**src/rtl/wb_result_pipe.sv**
```systemverilog
// wb_result_pipe: EX/ME/WB destination and result pipeline with forwarding taps and load wait.
// Optional WB_RETIRE_CNT_EN adds a retired-write counter output.
module wb_result_pipe #(
    parameter int DW = 32,
    parameter int AW = 5
) (
    input  logic          clk,
    input  logic          rst,
    input  logic          pause,
    input  logic          flush,
    input  logic          id_valid,
    input  logic          id_we,
    input  logic [AW-1:0] id_wa,
    input  logic [1:0]    id_cregwd,
    input  logic [DW-1:0] ex_alu,
    input  logic [DW-1:0] ex_pc4,
    input  logic [DW-1:0] ex_imm,
    input  logic          mem_rvalid,
    input  logic [DW-1:0] mem_rdata,
    output logic          stall_mem,
    output logic [1:0]    cregwd_ex,
    output logic          we_ex,
    output logic [AW-1:0] wa_ex,
    output logic [DW-1:0] wd_ex,
    output logic          we_me,
    output logic [AW-1:0] wa_me,
    output logic [DW-1:0] wd_me,
    output logic          we_wb,
    output logic [AW-1:0] wa_wb,
    output logic [DW-1:0] wd_wb
`ifdef WB_RETIRE_CNT_EN
    ,
    output logic [31:0]   retire_cnt
`endif
);
    typedef enum logic {ME_RUN, ME_WAIT} me_state_e;
    me_state_e state_q, state_d;
    logic          ex_v_q, ex_v_d, ex_we_q, ex_we_d;
    logic [AW-1:0] ex_wa_q, ex_wa_d;
    logic [1:0]    ex_sel_q, ex_sel_d;
    logic          me_v_q, me_v_d, me_we_q, me_we_d;
    logic [AW-1:0] me_wa_q, me_wa_d;
    logic [1:0]    me_sel_q, me_sel_d;
    logic [DW-1:0] me_wd_q, me_wd_d;
    logic          wb_v_q, wb_v_d, wb_we_q, wb_we_d;
    logic [AW-1:0] wb_wa_q, wb_wa_d;
    logic [DW-1:0] wb_wd_q, wb_wd_d;
    logic          me_load;

    assign me_load   = me_v_q & (me_sel_q == 2'd1);
    // The release cycle (rvalid high) is not a stall: the load retires on that edge.
    assign stall_mem = ((state_q == ME_WAIT) | me_load) & ~mem_rvalid;
    assign state_d   = stall_mem ? ME_WAIT : ME_RUN;

    assign cregwd_ex = ex_sel_q;
    assign we_ex = ex_v_q & ex_we_q & (ex_wa_q != '0);
    assign wa_ex = ex_wa_q;
    assign wd_ex = ex_sel_q == 2'd0 ? ex_alu :
                   ex_sel_q == 2'd2 ? ex_pc4 :
                   ex_sel_q == 2'd3 ? ex_imm : '0;
    assign we_me = me_v_q & me_we_q & (me_wa_q != '0);
    assign wa_me = me_wa_q;
    assign wd_me = me_wd_q;
    assign we_wb = wb_v_q & wb_we_q & (wb_wa_q != '0);
    assign wa_wb = wb_wa_q;
    assign wd_wb = wb_wd_q;

    always_comb begin
        ex_v_d   = stall_mem ? ex_v_q : id_valid & ~pause & ~flush;
        ex_we_d  = stall_mem ? ex_we_q : id_we;
        ex_wa_d  = stall_mem ? ex_wa_q : id_wa;
        ex_sel_d = stall_mem ? ex_sel_q : id_cregwd;
        me_v_d   = stall_mem ? me_v_q : ex_v_q;
        me_we_d  = stall_mem ? me_we_q : ex_we_q;
        me_wa_d  = stall_mem ? me_wa_q : ex_wa_q;
        me_sel_d = stall_mem ? me_sel_q : ex_sel_q;
        me_wd_d  = stall_mem ? me_wd_q : wd_ex;
        wb_v_d   = me_v_q & ~stall_mem;
        wb_we_d  = me_we_q;
        wb_wa_d  = me_wa_q;
        wb_wd_d  = me_load ? mem_rdata : me_wd_q;
    end

    always_ff @(posedge clk) begin
        if (rst) begin
            state_q  <= ME_RUN;
            ex_v_q   <= 1'b0;
            ex_we_q  <= 1'b0;
            ex_wa_q  <= '0;
            ex_sel_q <= '0;
            me_v_q   <= 1'b0;
            me_we_q  <= 1'b0;
            me_wa_q  <= '0;
            me_sel_q <= '0;
            me_wd_q  <= '0;
            wb_v_q   <= 1'b0;
            wb_we_q  <= 1'b0;
            wb_wa_q  <= '0;
            wb_wd_q  <= '0;
        end else begin
            state_q  <= state_d;
            ex_v_q   <= ex_v_d;
            ex_we_q  <= ex_we_d;
            ex_wa_q  <= ex_wa_d;
            ex_sel_q <= ex_sel_d;
            me_v_q   <= me_v_d;
            me_we_q  <= me_we_d;
            me_wa_q  <= me_wa_d;
            me_sel_q <= me_sel_d;
            me_wd_q  <= me_wd_d;
            wb_v_q   <= wb_v_d;
            wb_we_q  <= wb_we_d;
            wb_wa_q  <= wb_wa_d;
            wb_wd_q  <= wb_wd_d;
        end
    end

`ifdef WB_RETIRE_CNT_EN
    logic [31:0] retire_cnt_q, retire_cnt_d;
    assign retire_cnt_d = retire_cnt_q + {31'd0, we_wb};
    assign retire_cnt   = retire_cnt_q;
    always_ff @(posedge clk) begin
        if (rst) retire_cnt_q <= '0;
        else     retire_cnt_q <= retire_cnt_d;
    end
`endif
endmodule

```
**config.mk**
```make
export PLATFORM = sky130hd
export DESIGN_NAME = wb_result_pipe
export DESIGN_NICKNAME = d
export VERILOG_FILES = /design/src/rtl/wb_result_pipe.sv
export SDC_FILE = /design/constraint.sdc
export NUM_CORES = 1
export LEC_CHECK = 0
export CAP_MARGIN = 20
export CORE_UTILIZATION = 41
export CTS_BUF_LIST = sky130_fd_sc_hd__clkbuf_4 sky130_fd_sc_hd__clkbuf_8
export CTS_CLUSTER_DIAMETER = 100
export DETAILED_ROUTE_END_ITERATION = 8
export PLACE_DENSITY_LB_ADDON = 0.25
export SKIP_LAST_GASP = 1
export SYNTH_ARGS = -nofsm -noshare
export SYNTH_HDL_FRONTEND = slang
export SYNTH_SLANG_ARGS = --single-unit
```
**constraint.sdc**
```tcl
create_clock -name clk -period 3.05 [get_ports clk]
set_input_delay 0.4575 -clock clk [delete_from_list [all_inputs] [get_ports clk]]
set_output_delay 0.4575 -clock clk [all_outputs]
set_load 0.01 [all_outputs]
```
## Yosys cells after proc, flatten, opt, wreduce, memory -nomap -nowiden

Index checks and enable logic that the tools add are counted.

- Flip-flop bits (word level): 90
- Word-level logic and storage cells: 42
- Input bits: 142

- Mux-type cells: 5
- Equal/unequal tests: 3
- Reductions and logical operators: 4
- Bitwise logic cells: 16

Operators by type and width:

| cell | number |
|---|---|
| 2-to-1 mux 32 bit | 4 |
| nonzero test 5 bit | 3 |
| bitwise AND 1 bit | 11 |
| equality test 2 bit, second input constant | 2 |
| NOT 1 bit | 4 |
| equality test 2 x 1 -> 1 bit, second input constant | 1 |
| zero test 2 bit | 1 |
| 2-to-1 mux 1 bit | 1 |
| bitwise OR 1 bit | 1 |

## Longest topological paths before layout

- Depth in word-level cells: 6
- Depth in mapped cells: 6
- Mapped depth without buffers: 4

## Worst setup path after synthesis

Ideal clock, no wire load.

- Path type: flip-flop to output port
- From: register ex_sel_q[0], in the netlist cregwd_ex[0]
- To: output port wd_ex[0]
- Path buffers: 2
- Path slack: 1.394 ns
- Stages on the path, launching flop included: 5
- Data arrival time: 1.199 ns
- Data required time: 2.592 ns
- Path through: dfxtp_1 -> buf_6 -> buf_6 -> mux2_4 -> a22o_1

- Cells in the longest elaborated chain, start to end: 4
- Elaborated cells on any way between the ends: 6
- Those cells by class: eq/ne (2); mux (3); reduce/logical (1)

RTL lines:

| what | line | RTL |
|---|---|---|
| start, declared | 40 | `logic [1:0] ex_sel_q, ex_sel_d;` |
| start signal, assigned | 105 | `ex_sel_q <= ex_sel_d;` |
| equality test 2 bit | 60 | `ex_sel_q == 2'd3 ? ex_imm : '0;` |
| 2-to-1 mux 32 bit | 60 |  |
| 2-to-1 mux 32 bit | 59 | `ex_sel_q == 2'd2 ? ex_pc4 :` |
| 2-to-1 mux 32 bit (*) | 58 | `assign wd_ex = ex_sel_q == 2'd0 ? ex_alu :` |
| end, declared | 24 | `output logic [DW-1:0] wd_ex,` |

Mark *: on every way between the ends. The rest lies on a longest branch, timed or not.

## Final worst setup path

- From: register ex_sel_q[0], in the netlist cregwd_ex[0]
- To: output port wd_ex[23]

The elaborated chain is that of the path after synthesis.

==> results.ini <==
[clock_tree]
htreeDepth=3
post_cts_buffers=0
cts_tree=yes
clockBufferDepth=2
cts_sinks=90
root_buffer=clkbuf_8
path_clk_slew_ns=0.09
cts-hold-fix-buffers=0
insertion_delay_ns=0.34
cts-resized-gates=0
cts_buffers=9

[layout]
final_area_mm2=0.00704
antennaDiodeCount=0
fillers=757
final_cells=813
drive_gt1_share_pct=10.3
utilization_pct=71.4
area_growth_pct=67.3
fin_nets=817

[yosys]
postSynthAreaPerCell_um2=9.58
yosysUniqueCellTypes=29
synth_fp_nets=581
synth.most_common_cell=dfxtp_1
ys_seq_elements=90
synth-edff-count=0
synth_common_cells=90 x dfxtp_1, 64 x nand2_1, 50 x a21oi_1
synth.area.top_cells=dfxtp_1 43%, mux2_4 10%, o211a_1 7.6%
synth_flop_cell=dfxtp_1
yosysTopAreaCellShare_pct=42.8
syn_inst=439
seq_area_frac_synth_pct=42.8
yosys_warnings=0
yosys.area.top_type=dfxtp_1
synth_area_mm2=0.00421
async_flop_share_pct=0

[setup_path]
crit_chain=buf_4 > mux2_4 > a22o_1 > clkdlybuf4s50_1
max_stage_delay_ns=0.65
crit_slowest_cell=dfxtp_2
end_kind=primary output
critical_path.top_delay_family=buffers and inverters
critPathRequiredTime_ns=2.59
crit_path_start_kind=flip-flop
cp.arrival_ns=2.28
crit_path_max_fanout=15
path_class=reg -> out
crit_buf_inv=2

[detailed_routing]
viasPerCell=5.48
drt_iter0_drc=190
antenna_left=0
drc=0
drt_pass1_iterations=4
routedWlPerCell_um=18.7
num_vias=4456
routed_wl_um=15200

[placed_design]
place.gp.congestion=0.890
hpwlAfterDp_um=11200
dp_cells=797
pre_cts_ws_ns=0.673
portBuffers=258
placed_area_mm2=0.00685

[pwr]
p_comb_share_pct=24.7
p_sw_share_pct=25.6
p_int_mw=2.02
leakage_nw=2.98
p_seq_share_pct=47.3
clkPwrFrac_pct=28.0
p_sw_mw=0.694
peakVddDrop_mv=0.251
powerDensity_mw_per_mm2=386
finalPower_mw=2.72

[floorplan]
std_cell_rows=36
chipHeight_um=103
num_io_pins=259
start_util_pct=42.6
core_mm2=0.00986
dieArea_mm2=0.0107
die_x_um=103

[grt]
grt_pass1_wl_um=22600
overflow=0
grt_usage_pct=27.9
grt_max_degree=58
first_global_vias=4498
antenna_found_initial=0

[sta]
tightest_slew_ns=0.638
setup_ws_ns=0.308
rsz0062_at_grt=no
drv_slew=0
hold_ws_ns=0.475
hold_violations=0
setup_tns_ns=0
min_period_ns=2.74
setup_viol=0
max_freq_mhz=365
fin_skew_ns=0.0135
max_slew_margin_pct=57.5
fin_crit_sh_pct=89.9

[worst_hold_path]
hold_path.class=reg -> reg

[flow_run]
cap_violations=0

[status]
outcome=finished clean

==> power by group through the flow <==
stage	Sequential (mW)	Combinational [mW]	Clock [mW]
6_report	1.28	0.672	0.760
5_1_grt	1.29	0.714	0.821
4_1_cts	1.28	0.674	0.778
3_5_place_dp	1.31	0.669	0
3_3_place_gp	1.31	0.659	0
2_1_floorplan	1.32	0.229	0
==> routing by layer <==
metal	global-route usage (%)	vias up	part of all wire (%)
met5	0	-	0
met4	15.5	0	3.9
met3	6.92	43	7.4
met2	49.0	225	51
met1	31.1	2116	38
li1	-	2072	-
==> worst reg2reg max path: cells and delay by family (launching register included) <==
family                 cells  cell delay [ns]
AO/OA/AOI/OAI              2             0.43
flip-flops                 1             0.65
multiplexers               1             0.31
buffers and inverters      1             0.30
==> path summary, 6_finish.rpt <==
| check | start | end | slack (ns) | depth (start not counted) |
|---|---|---|---|---|
| setup / recovery | cregwd_ex[0] | wd_ex[23] | 0.31 | 4 |
| hold reg to reg | wd_me[20] | wd_wb[20] | 0.48 | 2 |
| hold / removal | wd_me[20] | wd_wb[20] | 0.48 | 2 |
| setup reg to reg | cregwd_ex[0] | wd_me[23] | 1.27 | 4 |
==> cell usage in the layout (no fill, tap or decap), drive strengths merged <==
cell           netlist  routed
clkdlybuf4s50        0     257
and3b                1       1
clkbuf              27      12
nand4                1       1
dfxtp               90      90
nand2               64      64
a21oi               50      50
o211a               32      32
buf                 20      15
inv                  2       2
or3                  3       3
o311a                3       3
o21ai                1       1
and3                 1       1
nor2b                6       6
mux2                32      32
nand4bb              1       1
o211ai              17      17
nand2b               1       1
clkinv               1       4
nand3               18      18
a22o                32      32
nand3b               1       1
nor2                 3       3
clkinvlp             0       1
a21o                32      32
==> registers in the layout (all words and copies together) (netlist names), 2 cells and up <==
register	count
wd_me	32
wa_ex	5
me_sel_q	2
cregwd_ex	2
wa_me	5
wa_wb	5
wd_wb	32
==> final cells by class <==
| cell class | count | area, um2 | area share (%) |
|---|---|---|---|
| well taps | 133 | 166 | 2.36 |
| inverters | 3 | 11.3 | 0.160 |
| repair buffers | 272 | 2700 | 38.3 |
| clock inverters | 4 | 26.3 | 0.373 |
| multi-input cells | 299 | 2180 | 30.9 |
| flip-flops and latches | 90 | 1800 | 25.6 |
| clock buffers | 12 | 159 | 2.26 |
==> logic make-up (layout without fill, tap and decap cells) <==
| kind of cell | after synthesis | count (layout) | share of synthesized area (%) |
|---|---|---|---|
| compound gates | 167 | 167 | 29.9 |
| buf+inv | 50 | 291 | 5.65 |
| flops | 90 | 90 | 42.8 |
| mux | 32 | 32 | 11.1 |
| simple gates | 100 | 100 | 10.6 |
Note: power is estimated with default switching activity, not from simulation.
==> variant (same flow settings) <==
Add a define of `WB_RETIRE_CNT_EN`.
--- a/src/rtl/wb_result_pipe.sv
+++ b/src/rtl/wb_result_pipe.sv
@@ -1,5 +1,7 @@
 // wb_result_pipe: EX/ME/WB destination and result pipeline with forwarding taps and load wait.
 // Optional WB_RETIRE_CNT_EN adds a retired-write counter output.
+`define WB_RETIRE_CNT_EN
+
 module wb_result_pipe #(
     parameter int DW = 32,
     parameter int AW = 5
Formal check against the unedited RTL (old outputs only; new: retire_cnt): equivalent (Yosys induction, for registers that start in step).
==> variant against the original RTL <==
Count of clock-buffer cells in the layout rose by 7; via count rose by 28%; wire length rose by 20%; sequential share of layout area rose by 2.6 points; final area rose by 23%; synthesized area rose by 25%; first-iteration DRC count rose by 87%; total power rose by 38%; worst setup slack improved by 30 ps; sequential cell count rose by 32; die area rose by 24%; clock power rose by 80%; combinational power rose by 1%; largest cell class unchanged.
==> variant: results (changes against the original RTL) <==
status: "complete, no violations"
async_reset_ff_frac: 0  # unchanged
grt_pass1_wl_um: 27600  # +22%
antenna_found_initial: 0  # unchanged
hp-start: "wd_me[13]"
hold_path_end: "wd_wb[13]"
avgViaCountPerCell: 5.26  # -4.0%
ir_drop_mv: 0.219  # -13%
first_pass_iters: 4  # unchanged
r2r-start: "wa_wb[3]"
grt_usage: 0.270  # -0.00892
dp_hpwl_um: 13500  # +20%
numCtsBuffers: 17  # +8
synth_cell_types: 36  # +24%
final_layout_size_suffix_gt1_frac: 0.0917  # -0.0112
worstMarginPinSlew_ps: 659  # +20.9 ps
rr_endpoint: "retire_cnt[20]"
syn_nets: 777  # +34%
dpl-instance-area_um2: 8280  # +21%
grt_pass1_vias: 5533  # +23%
cts_setup_buffers: 0  # unchanged
diodes: 0  # unchanged
htreeDepth: 4  # +1
fin_cells: 1084  # +33%
hold_path_class: "flip-flop to flip-flop"
slowest_delay_ps: 500  # -150 ps
fin_nets: 1047  # +28%
synth_common_cells: "dfxtp_1, nand2_1, nor2_1"
synth.area.top_cells: "dfxtp_1, nand2_1, mux2_2"
cp_max_fo: 27  # +12
grt_max_degree: 63  # +8.6%
synthCells: 633  # +44%
skew_ps: 15.1  # +1.59 ps
io_buffers: 290  # +12%
dp_slack_ps: 530  # -143 ps
whs_path_depth: 2  # unchanged
gp_congestion: 0.827  # -7.1%
wire_per_inst_um: 16.9  # -9.8%
rr_worst_depth: 8  # +4
leakage_nw: 3.20  # +7.3%
clk_latency_ps: 420  # +80 ps
ys_seq_area_frac: 0.466  # +0.0373
drtIter0Drc: 356  # +87%
clk_pin_slew_ps: 80
crit_arrival_ps: 2260  # -20 ps
==> variant: report_power, final <==
part	switching [mW]	internal, mW	leakage [nW]
clock network	0.676	0.693	0.188
logic	0.258	0.420	2.01
registers	0.0417	1.66	0.998
==> variant: worst max path at each step <==
| stage | start | end | slack, ps | depth (start not counted) |
|---|---|---|---|---|
| floorplan | wa_wb[3] | retire_cnt[20] | 510 | 9 |
| global placement | wa_wb[3] | retire_cnt[20] | 610 | 8 |
| detailed placement | wa_wb[3] | retire_cnt[20] | 530 | 8 |
| CTS | cregwd_ex[0] | wd_ex[31] | 300 | 4 |
| global route | cregwd_ex[0] | wd_ex[27] | 230 | 4 |
| finish | cregwd_ex[0] | wd_ex[31] | 340 | 4 |
==> variant: logic make-up (layout without fill, tap and decap cells) <==
logic type,count (synthesis),count (layout),synth area share
buffers and inverters,53,336,0.0396
xor gates and xnor gates,9,9,0.0150
muxes,33,33,0.0708
AOI/OAI and AO/OA,126,126,0.153
and+or+nand+nor,288,288,0.251
adders and majority gates,2,2,0.00477
DFF,122,122,0.466
==> variant: critical path, delay by kind of cell (launching register included) <==
| kind | cells | cell delay [ps] |
|---|---|---|
| compound gates | 1 | 250 |
| buf+inv | 2 | 740 |
| flops | 1 | 500 |
| mux | 1 | 350 |
==> variant: stage by stage <==
step | util | hold WS (ps)
finish | 0.706 | 468
global route | 0.706 | 498
CTS | 0.706 | 470
detailed placement | 0.675 | 466
global placement | 0.675 | 456
floorplan | - | 440
==> variant: layer usage <==
metal | track usage | wire length (µm)
met1 | 0.303 | 7080
met2 | 0.486 | 9350
met3 | 0.0796 | 1440
met4 | 0.0978 | 431
met5 | 0 | 0
==> variant: final cells by class <==
type / instances / area (µm²)
inverters: 6 / 22.5
multi-input cells: 458 / 2600
clock buffers: 19 / 262
flip-flops and latches: 122 / 2440
repair buffers: 298 / 3000
fillers: 983 / 3600
well taps: 168 / 210
clock inverters: 13 / 120
